### src/rtl/uart_tx_param_if.sv
// Word handshake between the producing logic and the UART transmitter.
// The producer drives din/valid; the transmitter answers with ready.
interface uart_tx_param_if #(
  parameter int DATA_BITS = 8
) ();
  logic [DATA_BITS-1:0] din;
  logic                 valid;
  logic                 ready;

  modport master (output din, output valid, input ready);
  modport slave  (input din, input valid, output ready);
endinterface

### src/rtl/uart_tx_param.sv
// Parametrised UART transmitter: LSB-first frames with optional parity and
// one or two stop bits, gapless back-to-back when a word is offered at done.
module uart_tx_param #(
  parameter int CLKS_PER_BIT = 2604,
  parameter int DATA_BITS    = 8,
  parameter int PARITY       = 0,
  parameter int STOP_BITS    = 1
) (
  input  logic            clk,
  input  logic            rst,
  uart_tx_param_if.slave  bus,
  output logic            tx,
  output logic            busy,
  output logic            done
);

  localparam int CW = (CLKS_PER_BIT > 1) ? $clog2(CLKS_PER_BIT) : 1;
  localparam logic [CW-1:0] CNT_MAX       = CW'(CLKS_PER_BIT - 1);
  localparam logic [3:0]    IDX_DATA_LAST = 4'(DATA_BITS - 1);
  localparam logic [3:0]    IDX_STOP_LAST = 4'(STOP_BITS - 1);
  localparam bit            HAS_PAR       = (PARITY == 1) || (PARITY == 2);
  localparam bit            ODD_PAR       = (PARITY == 1);

  typedef enum logic [2:0] {S_IDLE, S_START, S_DATA, S_PARITY, S_STOP} state_t;

  state_t               state, state_n;
  logic [CW-1:0]        cnt, cnt_n;
  logic [3:0]           idx, idx_n;
  logic [DATA_BITS-1:0] shreg, shreg_n;
  logic                 par_q, par_n;
  logic                 ready_q, ready_n;
  logic                 tx_n, busy_n, done_n;
  logic                 accept, wrap;

  assign bus.ready = ready_q;

  // NOTE: sequential state uses non-blocking assignments so every register
  // samples the pre-edge values of the others, independent of statement order.
  always_ff @(posedge clk) begin
    if (rst) begin
      state   <= S_IDLE;
      cnt     <= '0;
      idx     <= '0;
      shreg   <= '0;
      par_q   <= 1'b0;
      ready_q <= 1'b0;
      tx      <= 1'b1;
      busy    <= 1'b0;
      done    <= 1'b0;
    end else begin
      state   <= state_n;
      cnt     <= cnt_n;
      idx     <= idx_n;
      shreg   <= shreg_n;
      par_q   <= par_n;
      ready_q <= ready_n;
      tx      <= tx_n;
      busy    <= busy_n;
      done    <= done_n;
    end
  end

  always_comb begin
    // NOTE: every signal gets a default before the case so no path leaves
    // one unassigned, which would otherwise infer a latch.
    state_n = state;
    cnt_n   = cnt;
    idx_n   = idx;
    shreg_n = shreg;
    par_n   = par_q;
    accept  = bus.valid && ready_q;
    wrap    = (cnt == CNT_MAX);

    if (state != S_IDLE) cnt_n = wrap ? '0 : cnt + 1'b1;

    case (state)
      S_IDLE: begin
        if (accept) begin
          state_n = S_START;
          cnt_n   = '0;
          shreg_n = bus.din;
          par_n   = (^bus.din) ^ ODD_PAR;
        end
      end
      S_START: begin
        if (wrap) begin
          state_n = S_DATA;
          idx_n   = '0;
        end
      end
      S_DATA: begin
        if (wrap) begin
          shreg_n = shreg >> 1;
          if (idx == IDX_DATA_LAST) begin
            state_n = HAS_PAR ? S_PARITY : S_STOP;
            idx_n   = '0;
          end else begin
            idx_n = idx + 1'b1;
          end
        end
      end
      S_PARITY: begin
        if (wrap) begin
          state_n = S_STOP;
          idx_n   = '0;
        end
      end
      S_STOP: begin
        if (wrap) begin
          if (idx == IDX_STOP_LAST) begin
            idx_n = '0;
            // ready is high only in this cycle, so accept chains the next frame
            if (accept) begin
              state_n = S_START;
              cnt_n   = '0;
              shreg_n = bus.din;
              par_n   = (^bus.din) ^ ODD_PAR;
            end else begin
              state_n = S_IDLE;
            end
          end else begin
            idx_n = idx + 1'b1;
          end
        end
      end
      default: state_n = S_IDLE;
    endcase

    // Outputs are decoded from the next state so the registered copies line
    // up with the bit being entered.
    done_n  = (state_n == S_STOP) && (idx_n == IDX_STOP_LAST) && (cnt_n == CNT_MAX);
    ready_n = (state_n == S_IDLE) || done_n;
    busy_n  = (state_n != S_IDLE);
    case (state_n)
      S_START:  tx_n = 1'b0;
      S_DATA:   tx_n = shreg_n[0];
      S_PARITY: tx_n = par_n;
      default:  tx_n = 1'b1;
    endcase
  end

endmodule

### src/flat_wrapper.sv
// flat-port wrapper written by rule: the top's interface ports become plain ports
module uart_tx_param_flat 
#(
  parameter int CLKS_PER_BIT = 2604,
  parameter int DATA_BITS    = 8,
  parameter int PARITY       = 0,
  parameter int STOP_BITS    = 1
)
  (clk, rst, tx, busy, done, bus_din, bus_valid, bus_ready);
  uart_tx_param_if #(.DATA_BITS(DATA_BITS)) bus_i ();
  input  logic clk;
  input  logic rst;
  output logic tx;
  output logic busy;
  output logic done;
  input wire logic [$bits(bus_i.din)-1:0] bus_din;
  input wire logic [$bits(bus_i.valid)-1:0] bus_valid;
  output wire logic [$bits(bus_i.ready)-1:0] bus_ready;
  assign bus_i.din = bus_din;
  assign bus_i.valid = bus_valid;
  assign bus_ready = bus_i.ready;
  uart_tx_param #(.CLKS_PER_BIT(CLKS_PER_BIT), .DATA_BITS(DATA_BITS), .PARITY(PARITY), .STOP_BITS(STOP_BITS)) u_core (.clk(clk), .rst(rst), .bus(bus_i), .tx(tx), .busy(busy), .done(done));
endmodule
### config.mk
export PLATFORM = sky130hd
export DESIGN_NAME = uart_tx_param_flat
export DESIGN_NICKNAME = d
export VERILOG_FILES = /design/src/rtl/uart_tx_param_if.sv /design/src/rtl/uart_tx_param.sv /design/src/flat_wrapper.sv
export SDC_FILE = /design/constraint.sdc
export NUM_CORES = 1
export LEC_CHECK = 0
export ABC_AREA = 1
export ABC_CLOCK_PERIOD_IN_PS = 3950
export CAP_MARGIN = 40
export CORE_ASPECT_RATIO = 1.75
export CORE_UTILIZATION = 48
export CTS_BUF_LIST = sky130_fd_sc_hd__clkbuf_8 sky130_fd_sc_hd__clkbuf_16
export CTS_CLUSTER_DIAMETER = 200
export DETAILED_ROUTE_END_ITERATION = 8
export GPL_TIMING_DRIVEN = 1
export PLACE_DENSITY = 0.67
export SYNTH_ARGS = -nofsm -noshare
export SYNTH_HDL_FRONTEND = slang
export SYNTH_SLANG_ARGS = --single-unit
### constraint.sdc
create_clock -name clk -period 3.95 [get_ports clk]
set_input_delay 0.5925 -clock clk [delete_from_list [all_inputs] [get_ports clk]]
set_output_delay 0.5925 -clock clk [all_outputs]
set_load 0.02 [all_outputs]
==> results of run 1 <==
-- per-stage QoR --
step	utilization	worst slack, ps	cells
6_report	0.571	1940	390
5_1_grt	0.571	1730	390
4_1_cts	0.571	1940	390
3_5_place_dp	0.550	1820	382
3_3_place_gp	0.550	1850	382
2_1_floorplan	-	2310	322
-- sequential cells by signal, summed over array words and instances, names as in the netlist --
signal and cells:
u_core.par_q 1, u_core.busy 1, u_core.idx 4, u_core.done 1, u_core.cnt 12, u_core.bus.ready 1, u_core.shreg 8, u_core.tx 1
u_core.state 3
-- cell usage in the layout (no fill, tap or decap) --
master	instances
sky130_fd_sc_hd__clkbuf_8	6
sky130_fd_sc_hd__clkdlybuf4s50_1	14
sky130_fd_sc_hd__nor4_1	1
sky130_fd_sc_hd__xor2_1	2
sky130_fd_sc_hd__nor3_4	1
sky130_fd_sc_hd__or2_1	1
sky130_fd_sc_hd__and2_4	1
sky130_fd_sc_hd__o21ai_1	2
sky130_fd_sc_hd__a21oi_1	14
sky130_fd_sc_hd__clkinv_1	1
sky130_fd_sc_hd__nand3_2	2
sky130_fd_sc_hd__o21ai_2	2
sky130_fd_sc_hd__nor3_2	1
sky130_fd_sc_hd__inv_2	5
sky130_fd_sc_hd__o21ai_0	8
sky130_fd_sc_hd__nand3b_1	1
sky130_fd_sc_hd__nand2_4	3
sky130_fd_sc_hd__nor2_8	1
sky130_fd_sc_hd__nand3_4	1
sky130_fd_sc_hd__dfxtp_1	32
sky130_fd_sc_hd__nor3_1	4
sky130_fd_sc_hd__ha_1	3
sky130_fd_sc_hd__nor2_2	3
sky130_fd_sc_hd__nor2_4	4
sky130_fd_sc_hd__a211oi_2	1
sky130_fd_sc_hd__and2_1	2
sky130_fd_sc_hd__nand4_1	6
sky130_fd_sc_hd__nand2_2	6
sky130_fd_sc_hd__a22oi_1	1
sky130_fd_sc_hd__nand3_1	35
sky130_fd_sc_hd__nand2_1	81
sky130_fd_sc_hd__xnor2_1	6
sky130_fd_sc_hd__o41ai_1	1
sky130_fd_sc_hd__nor2_1	40
sky130_fd_sc_hd__inv_1	42
sky130_fd_sc_hd__buf_4	1
sky130_fd_sc_hd__a31oi_1	6
-- worst reg2reg max path, stage by stage (launching register included) --
cell	delay [ps]
sky130_fd_sc_hd__dfxtp_1	380
sky130_fd_sc_hd__ha_1	300
sky130_fd_sc_hd__nand3_4	160
sky130_fd_sc_hd__nor2_8	170
sky130_fd_sc_hd__nand2_4	120
sky130_fd_sc_hd__o21ai_1	140
sky130_fd_sc_hd__nand2_1	80
sky130_fd_sc_hd__a21oi_1	310
sky130_fd_sc_hd__nand2_1	80
sky130_fd_sc_hd__nor2_1	90
sky130_fd_sc_hd__nand2_1	70
sky130_fd_sc_hd__nand2_1	50
-- layout make-up --
class,count,area (µm²),area share
clock buffer,6,82.6,0.0348
inverter,46,173,0.0728
sequential,32,641,0.270
timing repair buffer,15,148,0.0623
tap,49,61.3,0.0259
clock inverter,2,7.51,0.00317
multi-input combinational,240,1260,0.531
-- routing by layer --
layer	GRT usage	routed length (µm)	vias up
met2	0.500	2950	43
met1	0.240	1950	919
met4	0.192	327	0
li1	-	-	1073
met3	0.0493	137	23
met5	0	0	-
-- where the power goes --
part	switching, µW	internal (µW)	leakage, µW
clock	121	137	0.0000538
sequential	6.75	335	0.000260
combinational	62.9	43.4	0.000768
total	190	515	0.00108
-- how the worst min path moves through the flow --
stage	depth (start not counted)	to	slack [ps]	start
after floorplan	2	u_core.shreg[7]	450	u_core.shreg[7]
after global placement	2	u_core.shreg[7]	470	u_core.shreg[7]
after detailed placement	2	u_core.shreg[6]	470	u_core.shreg[6]
after CTS	2	u_core.shreg[6]	480	u_core.shreg[6]
after global routing	2	u_core.shreg[6]	500	u_core.shreg[6]
final	2	u_core.shreg[3]	490	u_core.shreg[3]
-- cell families after synthesis --
| kind of cell | after synthesis | synth area share |
|---|---|---|
| compound gates | 35 | 0.0974 |
| xor+xnor | 8 | 0.0335 |
| fa+ha+maj | 3 | 0.0179 |
| buf+inv | 50 | 0.0932 |
| flops | 32 | 0.306 |
| simple gates | 194 | 0.452 |
==> results.yml, run 1 <==
routing:
  detail_route.first_pass.iterations: 4
  detail-route-antenna-nets: 0
  remaining_design_rule_violation_count: 0
  vias_per_cell: 5.28
  drt_first_iter_violations: 60
  routed_wl_um: 5360
  detailroute.via_count: 2058
  avgRoutedWirePerCell_um: 13.7
yosys:
  synth.most_common_cell: "sky130_fd_sc_hd__nand2_1"
  postSynthRegisterBits: 32
  synth_area_leaders: "sky130_fd_sc_hd__dfxtp_1 (31%), sky130_fd_sc_hd__nand2_1 (15%), sky130_fd_sc_hd__nand3_1 (8.4%)"
  synthDominantAreaCellType: "sky130_fd_sc_hd__dfxtp_1"
  synth_cells: 322
  synth.net_count: 336
  ys_types: 36
  synth-seq-area-share: 0.306
  synth_ff_type: "sky130_fd_sc_hd__dfxtp_1"
  synth-edff-count: 0
  yosysTopAreaCellShare: 0.306
  synth_common_cells: "sky130_fd_sc_hd__nand2_1 (81), sky130_fd_sc_hd__inv_1 (40), sky130_fd_sc_hd__nor2_1 (40), sky130_fd_sc_hd__nand3_1 (35), sky130_fd_sc_hd__dfxtp_1 (32)"
  syn_avg_cell_area_um2: 6.50
  asyncSetResetFlopFracSynth: 0
  yosys_warnings: 0
  netlist_area_um2: 2090
floorplanning:
  chipHeight_um: 89.4
  die_width_um: 51.9
  die_area_um2: 4640
  floorplan.rows: 31
  design.core.area_um2: 4150
  top_level_port_count: 15
  initial_core_util: 0.505
worst_setup_path:
  r2r.worst_path.cells: 11
  critical-path-top-cell-by-count: "sky130_fd_sc_hd__nand2_1"
  timing.critical_path.slowest_stage_cell: "sky130_fd_sc_hd__dfxtp_1"
  worstPathMaxFanout: 9
  worst_setup_startpoint: "u_core.cnt[1]"
  crit_end: "u_core.bus.ready"
  cp_num_buf_inv: 0
  arrival_ps: 2250
  worstPathCellList: "ha_1 > nand3_4 > nor2_8 > nand2_4 > o21ai_1 > nand2_1 > a21oi_1 > nand2_1 > nor2_1 > nand2_1 > nand2_1"
  crit-reg2reg-capture: "u_core.bus.ready"
  type_of_origin_of_the_critical_path: "register"
  timing.critical_path.slowest_cell_delay_ps: 380
  critical_path_class: "register to register"
  cpLargestDelayFamily: "simple AND/OR/NAND/NOR gates"
  timing.critical_path.depth: 11
  regToRegStartpoint: "u_core.cnt[1]"
  rrSetupSlack_ps: 1940
  cp_data_required_time_ps: 4180
  end_kind: "register"
timing:
  finalClockSkew_ps: 6.55
  setup_tns_ps: 0
  worst_slew_margin_rel: 0.738
  rsz_0062_raised_after_global_routing: "no"
  final.period_utilization: 0.510
  report.final.setup_viol: 0
  min_period_ps: 2010
  highest_achievable_clock_rate_mhz: 496
  max_slew.worst_pin.slew_ps: 392
  final_hold_viol_count: 0
  slew_viol_final: 0
  worst_hold_slack_ps: 486
final_layout:
  num_antenna_cells: 0
  synthToLayoutAreaGrowth_pct: 13.2
  fill_cells: 429
  final_cell_area_um2: 2370
  layout-drive-gt1-share: 0.111
  fin_nets: 354
clock_network:
  cts-hold-fix-buffers: 0
  worstSkewPairLatency_ps: 290
  numClockSinks: 32
  worst_setup_hold_path_clk_slew_ps: 70
  post_cts_resized: 0
  tritoncts.num_buffers: 5
  cts-root-buf: "sky130_fd_sc_hd__clkbuf_8"
  cts_tree: "done"
  cts_htree_levels: 2
  cts_buffer_depth: 2
  post_cts.repair.setup_buffers: 0
global_route:
  grt_antenna_before_repair: 0
  grt_pass1_vias: 2014
  globalRouteTotalUtil: 0.264
  grt_pass1_wl_um: 8890
  grt_start_max_net_pins: 21
  grt.overflow.total: 0
power:
  power_density_nw_per_um2: 297
  total_leakage_power_uw: 0.00108
  total_power_uw: 705
  vdd_drop_max_v: 0.000300
placement:
  port_buffers: 14
  placed_cell_area_um2: 2280
  dpl.hpwl_um: 4340
  gp_congestion: 0.937
hold_path:
  worst_hold_path_type: "register to register"
run_status:
  run_status: "finished, final reports clean"
run:
  maxCapViolCount: 0
No activity file was read; power rests on OpenSTA's default activity.
==> run 2: changes to the inputs <==
ABC_CLOCK_PERIOD_IN_PS = 1700   (was 3950)
PLACE_DENSITY = 0.7   (was 0.67)
clock period = 1.7 ns   (was 3.95 ns; I/O delays follow)
==> run 2 against run 1 <==
- global-route usage grew 1.9 points
- via count grew 14%
- sequential power grew 130%
- final area grew 20%
- non-clock buffer count grew 37
- final cell count grew 9.5%
- clock skew grew 2.0 ps
- count of clock-buffer cells in the layout is the same
- maximum frequency grew 19%
- combinational power grew to 2.9 times the previous value
- critical endpoint unchanged
- highest routed layer unchanged
==> results.yml, run 2 (synthesized netlist as in run 1, its figures left out) <==
global_route:
  grt_antenna_before_repair: 0
  grt.overflow.total: 0
  globalRouteTotalUtil: 0.283
  grt_pass1_wl_um: 9570
  grt_start_max_net_pins: 20
  grt_pass1_vias: 2214
worst_setup_path:
  worstPathMaxFanout: 5
  r2r.worst_path.cells: 11
  worstPathCellList: "ha_4 > nand3_2 > nor3_4 > nand4_1 > nand2_1 > nand2_1 > inv_1 > nand3_2 > nor2_2 > nand2_1 > nand2_1"
  arrival_ps: 1940
  cp_num_buf_inv: 1
  type_of_origin_of_the_critical_path: "register"
  rrSetupSlack_ps: 8
  critical_path_class: "register to register"
  timing.critical_path.slowest_cell_delay_ps: 370
  timing.critical_path.slowest_stage_cell: "sky130_fd_sc_hd__dfxtp_2"
  critical-path-top-cell-by-count: "sky130_fd_sc_hd__nand2_1"
  cp_data_required_time_ps: 1950
  cpLargestDelayFamily: "simple AND/OR/NAND/NOR gates"
  end_kind: "register"
  timing.critical_path.depth: 11
final_layout:
  registers.top_by_ff_count: "u_core.cnt"
  largest_register_ffs: 12
  layout-drive-gt1-share: 0.317
  fill_cells: 339
  final_cells: 427
  final_cell_mix: "sky130_fd_sc_hd__nand2_1 (73), sky130_fd_sc_hd__inv_1 (38), sky130_fd_sc_hd__buf_4 (36)"
  fin_nets: 391
  most_common_cell_after_layout_fill_and_taps_aside: "sky130_fd_sc_hd__nand2_1"
  synthToLayoutAreaGrowth_pct: 36.3
  largestRegisters: "u_core.cnt (12), u_core.shreg (8), u_core.idx (4)"
  num_antenna_cells: 0
routing:
  routed_wl_um: 6320
  detail_route.first_pass.iterations: 4
  detailroute.via_count: 2338
  vias_per_cell: 5.48
  remaining_design_rule_violation_count: 0
  detail-route-antenna-nets: 0
  avgRoutedWirePerCell_um: 14.8
  drt_first_iter_violations: 70
clock_network:
  cts_tree: "done"
  worst_setup_hold_path_clk_slew_ps: 70
  numClockSinks: 32
  tritoncts.num_buffers: 5
  cts_buffer_depth: 2
  cts-root-buf: "sky130_fd_sc_hd__clkbuf_8"
  cts_htree_levels: 2
  worstSkewPairLatency_ps: 290
hold_path:
  worst_hold_path_type: "register to register"
  hold_path_depth: 2
power:
  vdd_drop_max_v: 0.000636
  total_power_uw: 1730
  power_density_nw_per_um2: 604
  total_leakage_power_uw: 0.00133
run_status:
  run_status: "finished, final reports clean"
floorplanning:
  die_area_um2: 4640
  die_width_um: 51.9
  design.core.area_um2: 4150
  top_level_port_count: 15
  floorplan.rows: 31
  chipHeight_um: 89.4
  initial_core_util: 0.505
timing:
  slew_viol_final: 0
  finalClockSkew_ps: 8.58
  final.period_utilization: 0.995
  rsz_0062_raised_after_global_routing: "yes"
  setup_tns_ps: 0
  min_period_ps: 1690
  max_slew.worst_pin.slew_ps: 351
  highest_achievable_clock_rate_mhz: 591
  final_hold_viol_count: 0
  worst_slew_margin_rel: 0.766
  report.final.setup_viol: 0
placement:
  placed_cells: 415
  dpl.hpwl_um: 4640
  port_buffers: 14
  gp_congestion: 0.941
run:
  maxCapViolCount: 0
-- run 2: changes by cell type in the layout (fill, tap and decap cells not counted), sizes merged --
cell	delta
buf	+37
clkinv	+2
inv	-2
-- run 2: worst paths after layout --
check,startpoint,endpoint
setup / recovery,u_core.cnt[1],u_core.bus.ready
hold / removal,u_core.shreg[7],u_core.shreg[7]
setup reg to reg,u_core.cnt[1],u_core.bus.ready
hold reg to reg,u_core.shreg[7],u_core.shreg[7]
-- run 2: timing repair --
action	CTS	global route
pin swaps	0	24
buffers inserted	0	4
hold buffers	0	0
gates resized for setup	9	53
setup endpoints to repair	20	18
-- run 2: final cells by class --
class	count	area, µm²	area share
inverters	46	175	0.0613
clock buffers	6	82.6	0.0289
flip-flops and latches	32	658	0.230
repair buffers	52	433	0.152
well taps	49	61.3	0.0215
multi-input cells	240	1440	0.503
clock inverters	2	10.0	0.00351
-- run 2: per-stage QoR --
step / setup slack (ps) / hold slack [ps] / cell area (µm²) / utilization
floorplan: 55.7 / 440 / 2090 / -
global placement: -162 / 468 / 2530 / 0.609
detailed placement: -177 / 476 / 2530 / 0.609
CTS: 5.17 / 485 / 2660 / 0.640
global route: -129 / 514 / 2860 / 0.688
finish: 8.44 / 489 / 2860 / 0.688
-- run 2: layer usage --
layer | vias up | global-route usage | wire length, µm
met1 | 1110 | 0.242 | 2140
met5 | - | 0 | 0
li1 | 1143 | - | -
met4 | 0 | 0.184 | 315
met2 | 52 | 0.563 | 3670
met3 | 33 | 0.0527 | 189
-- run 2: worst reg2reg max path, cell delays in order (launching register included) --
cell	delay, ps
sky130_fd_sc_hd__dfxtp_2	370
sky130_fd_sc_hd__ha_4	180
sky130_fd_sc_hd__nand3_2	110
sky130_fd_sc_hd__nor3_4	230
sky130_fd_sc_hd__nand4_1	110
sky130_fd_sc_hd__nand2_1	130
sky130_fd_sc_hd__nand2_1	70
sky130_fd_sc_hd__inv_1	90
sky130_fd_sc_hd__nand3_2	120
sky130_fd_sc_hd__nor2_2	120
sky130_fd_sc_hd__nand2_1	70
sky130_fd_sc_hd__nand2_1	60
-- run 2: power by group --
group          leakage, µW  internal, µW  switching [µW]
clock            0.0000510           323             301
sequential        0.000265           775            17.9
combinational      0.00102           132             176
==> run 3: changes to the inputs <==
CTS_CLUSTER_SIZE = 14   (was not set)
TNS_END_PERCENT = 5   (was not set)
==> run 3 against run 2 <==
- the run now ends with negative setup slack left
- first-iteration DRC count fell by 14%
- count of clock-buffer cells in the layout did not move
- sequential power barely moved
- clock power barely moved
- final cell count did not move
- wire length fell by 1.4%
- flip-flop and latch count did not move
- largest cell class unchanged
- largest power group unchanged
==> results.yml, run 3 (synthesized netlist as in run 1, its figures left out) <==
clock_network:
  cts-hold-fix-buffers: 0
  cts_htree_levels: 2
  worst_setup_hold_path_clk_slew_ps: 70
  numClockSinks: 32
  cts-root-buf: "sky130_fd_sc_hd__clkbuf_8"
  worstSkewPairLatency_ps: 290
  tritoncts.num_buffers: 5
  cts_tree: "done"
  cts_buffer_depth: 2
floorplanning:
  die_area_um2: 4640
  design.core.area_um2: 4150
  initial_core_util: 0.505
  chipHeight_um: 89.4
  floorplan.rows: 31
  top_level_port_count: 15
  die_width_um: 51.9
global_route:
  grt.overflow.total: 0
  globalRouteTotalUtil: 0.283
  grt_pass1_wl_um: 9570
  grt_antenna_before_repair: 0
  grt_start_max_net_pins: 20
  grt_pass1_vias: 2214
worst_setup_path:
  arrival_ps: 1950
  cpLargestDelayFamily: "simple AND/OR/NAND/NOR gates"
  cp_num_buf_inv: 1
  end_kind: "register"
  type_of_origin_of_the_critical_path: "register"
  timing.critical_path.slowest_stage_cell: "sky130_fd_sc_hd__dfxtp_2"
  timing.critical_path.slowest_cell_delay_ps: 370
  worstPathCellList: "ha_4 > nand3_2 > nor3_4 > nand4_1 > nand2_1 > nand2_1 > inv_1 > nand3_2 > nor2_2 > nand2_1 > nand2_1"
  critical_path_class: "register to register"
  worstPathMaxFanout: 5
  cp_data_required_time_ps: 1940
  critical-path-top-cell-by-count: "sky130_fd_sc_hd__nand2_1"
final_layout:
  largest_register_ffs: 12
  num_antenna_cells: 0
  final_cell_area_um2: 2820
  postLayoutCoreUtil: 0.679
  layout-drive-gt1-share: 0.302
  most_common_cell_after_layout_fill_and_taps_aside: "sky130_fd_sc_hd__nand2_1"
  final_cell_mix: "sky130_fd_sc_hd__nand2_1 (74), sky130_fd_sc_hd__inv_1 (38), sky130_fd_sc_hd__buf_4 (36)"
  largestRegisters: "u_core.cnt (12), u_core.shreg (8), u_core.idx (4)"
  registers.top_by_ff_count: "u_core.cnt"
  layout.area.seq_um2: 658
  fill_cells: 339
  fin_nets: 391
  synthToLayoutAreaGrowth_pct: 34.6
  multiInputGateArea_um2: 1400
timing:
  highest_achievable_clock_rate_mhz: 585
  final_hold_viol_count: 0
  worst_hold_slack_ps: 484
  slew_viol_final: 0
  worst_slew_margin_rel: 0.763
  final_setup_slack_of_the_worst_path_ps: -8.04
  final.period_utilization: 1.00
  min_period_ps: 1710
  report.final.setup_viol: 2
  rsz_0062_raised_after_global_routing: "yes"
  max_slew.worst_pin.slew_ps: 354
  finalClockSkew_ps: 7.91
routing:
  detail_route.first_pass.iterations: 6
  drt_first_iter_violations: 60
  remaining_design_rule_violation_count: 0
  routed_wl_um: 6230
  vias_per_cell: 5.45
  detailroute.via_count: 2326
  detail-route-antenna-nets: 0
  avgRoutedWirePerCell_um: 14.6
hold_path:
  worst_hold_path_type: "register to register"
placement:
  gp_congestion: 0.941
  dpl.hpwl_um: 4640
  port_buffers: 14
  pre_cts_ws_ps: -177
  placed_cell_area_um2: 2530
power:
  vdd_drop_max_v: 0.000637
  total_leakage_power_uw: 0.00132
  power_density_nw_per_um2: 607
run:
  maxCapViolCount: 0
run_status:
  failed_checks: "negative setup slack"
  run_status: "finished, violations left"
-- run 3: cell counts in the layout (fill, tap and decap cells not counted) --
Identical to the previous run, type by type.
-- run 3: cell type report --
| class | instances | area share |
|---|---|---|
| inverters | 46 | 0.0613 |
| multi-input cells | 240 | 0.497 |
| well taps | 49 | 0.0217 |
| clock inverters | 2 | 0.00355 |
| flip-flops and latches | 32 | 0.233 |
| clock buffers | 6 | 0.0293 |
| repair buffers | 52 | 0.154 |
-- run 3: tightest hold or removal path: stages (launching register included) --
cell and delay (ps):
sky130_fd_sc_hd__dfxtp_1 300, sky130_fd_sc_hd__inv_1 80, sky130_fd_sc_hd__a211oi_2 60
-- run 3: through the flow --
step / TNS (ps) / total power, µW / instances
CTS: 0 / 1700 / 423
floorplan: 0 / 979 / 322
global placement: -723 / 1080 / 415
finish: -8.43 / 1710 / 427
detailed placement: -1180 / 1080 / 415
global route: -509 / 1780 / 427
-- run 3: timing repair --
| item | CTS | global route |
|---|---|---|
| setup buffers | 0 | 4 |
| gates resized for setup | 9 | 43 |
| endpoints found under the hold margin | 0 | 0 |
| pin swaps | 0 | 20 |
| endpoints found under the setup margin | 20 | 18 |
-- run 3: path summary, 6_finish.rpt --
check	slack (ps)	startpoint	end	cells after the start
worst max-delay path	-8	u_core.cnt[1]	u_core.bus.ready	11
worst min-delay path	480	u_core.shreg[7]	u_core.shreg[7]	2
worst max register to register	-8	u_core.cnt[1]	u_core.bus.ready	11
worst min register to register	480	u_core.shreg[7]	u_core.shreg[7]	2
-- run 3: power breakdown --
group / switching (µW) / internal (µW)
Combinational: 168 / 129
Sequential: 17.5 / 775
Clock: 299 / 323
Total: 485 / 1230
-- run 3: per-layer routing --
metal | up-vias | global-route usage | share of wire
met4 | 0 | 0.184 | 0.060
met3 | 31 | 0.0527 | 0.036
met2 | 67 | 0.563 | 0.56
met5 | - | 0 | 0
li1 | 1142 | - | -
met1 | 1086 | 0.242 | 0.34
